**config.mk**
```make
export PLATFORM = sky130hd
export DESIGN_NAME = mem_bus_arbiter
export DESIGN_NICKNAME = d
export VERILOG_FILES = /design/src/rtl/mem_bus_arbiter.sv
export SDC_FILE = /design/constraint.sdc
export NUM_CORES = 1
export LEC_CHECK = 0
export BUFFER_PORTS_ARGS = -buffer_cell sky130_fd_sc_hd__buf_2
export CAP_MARGIN = 25
export CORE_AREA = 5 5 120 122
export CTS_CLUSTER_DIAMETER = 40
export CTS_CLUSTER_SIZE = 8
export DETAILED_ROUTE_END_ITERATION = 16
export DIE_AREA = 0 0 125 127
export PLACE_DENSITY = 0.82
export SYNTH_ARGS = -nofsm -noshare
export SYNTH_HDL_FRONTEND = slang
export SYNTH_SLANG_ARGS = --single-unit
```
**constraint.sdc**
```tcl
create_clock -name clk -period 3.2 [get_ports clk]
set_clock_uncertainty 0.05 [all_clocks]
set_input_delay 0 -clock clk [delete_from_list [all_inputs] [get_ports clk]]
set_output_delay 0 -clock clk [all_outputs]
set_load 0.005 [all_outputs]
```
**src/rtl/mem_bus_arbiter.sv**
```systemverilog
// Round-robin arbiter that shares one single-port memory bus between the
// instruction-fetch port and the data port, with flush draining and bus timeout.
module mem_bus_arbiter #(
    parameter int AW      = 32,
    parameter int DW      = 32,
    parameter int TIMEOUT = 255
) (
    input  logic            clk,
    input  logic            rst,

    input  logic            if_req_i,
    input  logic [AW-1:0]   if_addr_i,
    output logic [DW-1:0]   if_rdata_o,
    output logic            if_ack_o,

    input  logic            dm_req_i,
    input  logic            dm_we_i,
    input  logic [DW/8-1:0] dm_sel_i,
    input  logic [AW-1:0]   dm_addr_i,
    input  logic [DW-1:0]   dm_wdata_i,
    output logic [DW-1:0]   dm_rdata_o,
    output logic            dm_ack_o,

    input  logic            flush_i,

    output logic            bus_cyc_o,
    output logic            bus_we_o,
    output logic [DW/8-1:0] bus_sel_o,
    output logic [AW-1:0]   bus_addr_o,
    output logic [DW-1:0]   bus_wdata_o,
    input  logic [DW-1:0]   bus_rdata_i,
    input  logic            bus_ack_i,

    output logic            stall_req_o,
    output logic            err_o
);

    localparam int SW = DW / 8;

    typedef enum logic [1:0] {
        IDLE   = 2'd0,
        GNT_IF = 2'd1,
        GNT_DM = 2'd2,
        DRAIN  = 2'd3
    } state_t;

    state_t          state_q, state_d;
    logic            last_dm_q, last_dm_d;
    logic [7:0]      tmo_q, tmo_d;
    logic            cyc_q, cyc_d;
    logic            we_q, we_d;
    logic [SW-1:0]   sel_q, sel_d;
    logic [AW-1:0]   addr_q, addr_d;
    logic [DW-1:0]   wdata_q, wdata_d;
    logic            if_ack_q, if_ack_d;
    logic            dm_ack_q, dm_ack_d;
    logic [DW-1:0]   if_rdata_q, if_rdata_d;
    logic [DW-1:0]   dm_rdata_q, dm_rdata_d;
    logic            err_q, err_d;

    logic            if_vld, dm_vld;
    logic            grant_dm, grant_if;
    logic [8:0]      tmo_inc;
    logic            tmo_hit;

    // A port acked this cycle is masked so a held request is not served twice;
    // a flush also hides the fetch request for the cycle it is asserted.
    assign if_vld   = if_req_i & ~if_ack_q & ~flush_i;
    assign dm_vld   = dm_req_i & ~dm_ack_q;
    assign grant_dm = dm_vld & (~if_vld | ~last_dm_q);
    assign grant_if = if_vld & ~grant_dm;

    assign tmo_inc  = {1'b0, tmo_q} + 9'd1;
    assign tmo_hit  = ~bus_ack_i & (tmo_inc >= 9'(TIMEOUT));

    always_ff @(posedge clk or negedge rst) begin
        if (!rst) begin
            state_q <= IDLE;
        end else begin
            state_q <= state_d;
        end
    end

    always_ff @(posedge clk or negedge rst) begin
        if (!rst) begin
            last_dm_q  <= 1'b0;
            tmo_q      <= '0;
            cyc_q      <= 1'b0;
            we_q       <= 1'b0;
            sel_q      <= '0;
            addr_q     <= '0;
            wdata_q    <= '0;
            if_ack_q   <= 1'b0;
            dm_ack_q   <= 1'b0;
            if_rdata_q <= '0;
            dm_rdata_q <= '0;
            err_q      <= 1'b0;
        end else begin
            last_dm_q  <= last_dm_d;
            tmo_q      <= tmo_d;
            cyc_q      <= cyc_d;
            we_q       <= we_d;
            sel_q      <= sel_d;
            addr_q     <= addr_d;
            wdata_q    <= wdata_d;
            if_ack_q   <= if_ack_d;
            dm_ack_q   <= dm_ack_d;
            if_rdata_q <= if_rdata_d;
            dm_rdata_q <= dm_rdata_d;
            err_q      <= err_d;
        end
    end

    always_comb begin
        state_d    = state_q;
        last_dm_d  = last_dm_q;
        tmo_d      = tmo_q;
        cyc_d      = cyc_q;
        we_d       = we_q;
        sel_d      = sel_q;
        addr_d     = addr_q;
        wdata_d    = wdata_q;
        if_ack_d   = 1'b0;
        dm_ack_d   = 1'b0;
        if_rdata_d = if_rdata_q;
        dm_rdata_d = dm_rdata_q;
        err_d      = err_q;

        if (state_q != IDLE && !bus_ack_i) begin
            tmo_d = tmo_inc[7:0];
        end

        case (state_q)
            IDLE: begin
                if (grant_dm) begin
                    state_d   = GNT_DM;
                    last_dm_d = 1'b1;
                    tmo_d     = '0;
                    cyc_d     = 1'b1;
                    we_d      = dm_we_i;
                    sel_d     = dm_sel_i;
                    addr_d    = dm_addr_i;
                    wdata_d   = dm_wdata_i;
                end else if (grant_if) begin
                    state_d   = GNT_IF;
                    last_dm_d = 1'b0;
                    tmo_d     = '0;
                    cyc_d     = 1'b1;
                    we_d      = 1'b0;
                    sel_d     = '1;
                    addr_d    = if_addr_i;
                    wdata_d   = '0;
                end
            end

            GNT_IF: begin
                // A flush arriving with the completion simply drops the data.
                if (bus_ack_i) begin
                    state_d = IDLE;
                    cyc_d   = 1'b0;
                    if (!flush_i) begin
                        if_ack_d   = 1'b1;
                        if_rdata_d = bus_rdata_i;
                    end
                end else if (tmo_hit) begin
                    state_d = IDLE;
                    cyc_d   = 1'b0;
                    err_d   = 1'b1;
                    if (!flush_i) begin
                        if_ack_d   = 1'b1;
                        if_rdata_d = '0;
                    end
                end else if (flush_i) begin
                    state_d = DRAIN;
                end
            end

            GNT_DM: begin
                if (bus_ack_i) begin
                    state_d  = IDLE;
                    cyc_d    = 1'b0;
                    dm_ack_d = 1'b1;
                    if (!we_q) begin
                        dm_rdata_d = bus_rdata_i;
                    end
                end else if (tmo_hit) begin
                    state_d  = IDLE;
                    cyc_d    = 1'b0;
                    err_d    = 1'b1;
                    dm_ack_d = 1'b1;
                    if (!we_q) begin
                        dm_rdata_d = '0;
                    end
                end
            end

            DRAIN: begin
                // The abandoned fetch still owns the bus until the slave completes.
                if (bus_ack_i) begin
                    state_d = IDLE;
                    cyc_d   = 1'b0;
                end else if (tmo_hit) begin
                    state_d = IDLE;
                    cyc_d   = 1'b0;
                    err_d   = 1'b1;
                end
            end

            default: begin
                state_d = IDLE;
                cyc_d   = 1'b0;
            end
        endcase
    end

    assign if_rdata_o  = if_rdata_q;
    assign if_ack_o    = if_ack_q;
    assign dm_rdata_o  = dm_rdata_q;
    assign dm_ack_o    = dm_ack_q;
    assign bus_cyc_o   = cyc_q;
    assign bus_we_o    = we_q;
    assign bus_sel_o   = sel_q;
    assign bus_addr_o  = addr_q;
    assign bus_wdata_o = wdata_q;
    assign err_o       = err_q;
    assign stall_req_o = (if_req_i & ~if_ack_q) | (dm_req_i & ~dm_ack_q);

endmodule
```
==> flow_summary.json <==
{
  "status": "complete, no violations",
  "fp.coreArea_um2": 13100,
  "grt.total_usage_pct": 29.2,
  "report.final.slew_viol_count": 0,
  "die_area_um2": 15900,
  "synth_area_leader_cell": "dfrtp_1",
  "slowest_stage": "dlygate4sd3_1",
  "cpPeakStageDelay_ns": 0.59,
  "synth_top_area_share_pct": 57.8,
  "ys_ff_latch": 148,
  "synth-seq-area-share_pct": 57.8,
  "first_pass_iters": 5,
  "path_depth": 6,
  "use_met1_pct": 35.7,
  "reg2regPathDepth": 6,
  "cp-startpoint": "if_ack_o",
  "grt_pass1_wl_mm": 36.9,
  "ys_types": 45,
  "p_per_area_nw_per_um2": 908,
  "grt.busiest_layer": "met2",
  "ant_nets": 0,
  "syn_inst": 557,
  "setup_violations": 0,
  "synth_area_leaders": "dfrtp_1, a22o_1, mux2i_1",
  "cts_tree": "built",
  "cp-end-kind": "register",
  "fin_crit_ns": 2.50,
  "register_area_um2": 3700,
  "antenna_found_initial": 6,
  "fin_nets": 1100,
  "rows": 42,
  "nFillCells": 762,
  "die_w_um": 125,
  "ir_drop_v": 0.000490,
  "r2r-start": "if_ack_o",
  "viasPerCell": 5.51,
  "grt_max_degree": 91,
  "yosys_warnings": 0,
  "fin_crit_sh_pct": 78.0,
  "numPortBuffers": 276,
  "numCtsBuffers": 17,
  "area_delta_synth_final_pct": 55.9,
  "initial_utilization_pct": 49.0,
  "cts_setup_buffers": 0,
  "crit_type": "reg2reg",
  "synth.most_common_cell": "dfrtp_1",
  "cts_resized": 0,
  "critPathRequiredTime_ns": 3.44,
  "fmax_mhz": 400,
  "cts_root_buffer": "clkbuf_16",
  "cts_hold_buffers": 134,
  "h-tree-depth": 4,
  "finalSetupTns_ns": 0,
  "die_h_um": 127,
  "met3_usage_pct": 8.18,
  "synth_common_cells": "dfrtp_1, a22o_1, o21ai_0, inv_1",
  "cap_violations": 0,
  "critPathBufInv": 2,
  "synthArstFlopShare_pct": 100,
  "wirelength_mm": 23.5,
  "clk_latency_ns": 0.41,
  "rrSetupSlack_ns": 0.70,
  "grt_pass1_vias": 6754,
  "cts_sinks": 148,
  "clk_pin_slew_worst_paths_ns": 0.06,
  "cp-start-kind": "register",
  "io_pins": 277,
  "synth_edf_count": 0,
  "clk_path_buf_depth": 2,
  "cp.arrival_ns": 2.74,
  "regToRegEndpoint": "bus_addr_o[12]",
  "critPathMaxFanout": 34,
  "synth_area_per_cell_um2": 11.5,
  "vias": 6360,
  "dp_worst_setup_slack_ns": 0.898,
  "hold_class": "in2reg",
  "drt_iter0_drc": 616,
  "hpwl_mm": 13.3,
  "use_met2_pct": 49.1,
  "wire_per_inst_um": 20.4,
  "crit_family": "buffers and inverters",
  "synthFlopType": "dfrtp_1",
  "gp_congestion": 0.872,
  "multi_input_area_um2": 2340,
  "layout-drive-gt1-share_pct": 34.9,
  "worstSetupEndpoint": "bus_addr_o[12]",
  "rsz0062_at_grt": "false",
  "relSlewSlack_pct": 44.7,
  "grt_overflow_total": 0,
  "worst_slack_ns": 0.703,
  "synth_nets": 698,
  "leakage_nw": 4.94,
  "drc_errors": 0,
  "post-route-util_pct": 76.4,
  "crit_chain": "nor3b_2, a21oi_4, buf_4, mux2i_1, dlygate4sd3_1, o21ai_0",
  "worst_pin_slew_ns": 0.829,
  "hold_violations": 0,
  "syn-cell-area_um2": 6410
}
-- logic make-up (layout without fill, tap and decap cells) --
family          count (synthesis)  count (layout)  synth area share (%)
fa+ha+maj                       2               2                 0.390
flops                         148             148                  57.8
simple gates                   70              70                  5.46
compound gates                220             220                  24.7
mux                            32              32                  5.00
other cells                     0               6                     0
xor+xnor                        4               4                 0.546
buf+inv                        81             496                  6.13
-- per-layer routing --
| layer | part of all wire [%] | wire, um | up-vias |
|---|---|---|---|
| met1 | 38 | 8950 | 3074 |
| met3 | 9.0 | 2130 | 58 |
| met5 | 0 | 0 | - |
| met2 | 50 | 11700 | 407 |
| met4 | 3.1 | 726 | 0 |
| li1 | - | - | 2821 |
-- layout by cell type (no fill, tap or decap), drive strengths merged, types with 5 or more instances in the layout --
cell / Yosys / routed
a21o: 27 / 27
a22o: 59 / 59
a22oi: 38 / 38
buf: 25 / 289
bufinv: 0 / 7
clkbuf: 15 / 20
dfrtp: 148 / 148
diode: 0 / 6
dlygate4sd3: 0 / 134
inv: 41 / 43
mux2i: 32 / 32
nand2: 38 / 38
nor2: 9 / 9
o21ai: 78 / 78
o22a: 5 / 5
-- layout make-up --
class                      count  share of cell area (%)
antenna                        6                   0.150
clock buffer                  20                    4.57
clock inverter                12                    2.48
inverter                      41                    1.54
multi-input combinational    328                    23.5
sequential                   148                    37.1
tap                          176                    2.20
timing repair buffer         423                    28.5
-- state kept, by name (all words and copies together) (netlist names) --
name         flops
bus_addr_o      32
bus_cyc_o        1
bus_sel_o        4
bus_wdata_o     32
bus_we_o         1
dm_ack_o         1
dm_rdata_o      32
err_o            1
if_ack_o         1
if_rdata_o      32
last_dm_q        1
state_q          2
tmo_q            8
-- worst reg2reg max path, cell delays in order (launching register included) --
cell and delay [ns]:
dfrtp_1 0.41, nor3b_2 0.41, a21oi_4 0.10, buf_4 0.32, mux2i_1 0.19, dlygate4sd3_1 0.59, o21ai_0 0.30
-- metrics by stage --
stage | instances | total power, mW | hold WS (ns) | area (um2)
2_1_floorplan | 557 | 4.93 | -0.346 | 6410
3_3_place_gp | 982 | 6.18 | 0.0763 | 7930
3_5_place_dp | 982 | 6.29 | 0.0807 | 7930
4_1_cts | 1148 | 8.89 | 0.0152 | 9980
5_1_grt | 1154 | 9.59 | 0.0557 | 9990
6_report | 1154 | 9.08 | 0.0412 | 9990
-- how the worst min path moves through the flow --
stage	startpoint	endpoint	slack, ns	cells past startpoint
6_report	bus_ack_i	tmo_q[2]	0.04	4
5_1_grt	bus_ack_i	err_o	0.06	3
4_1_cts	bus_ack_i	tmo_q[2]	0.02	4
3_5_place_dp	rst	dm_rdata_o[13]	0.08	1
3_3_place_gp	rst	dm_rdata_o[13]	0.08	1
2_1_floorplan	rst	bus_addr_o[0]	-0.35	0
-- power breakdown --
group / switching, mW / internal [mW]
clock: 0.797 / 1.59
combinational: 1.72 / 1.67
sequential: 0.614 / 2.69
total: 3.13 / 5.95
(Power assumes the default switching activity.)
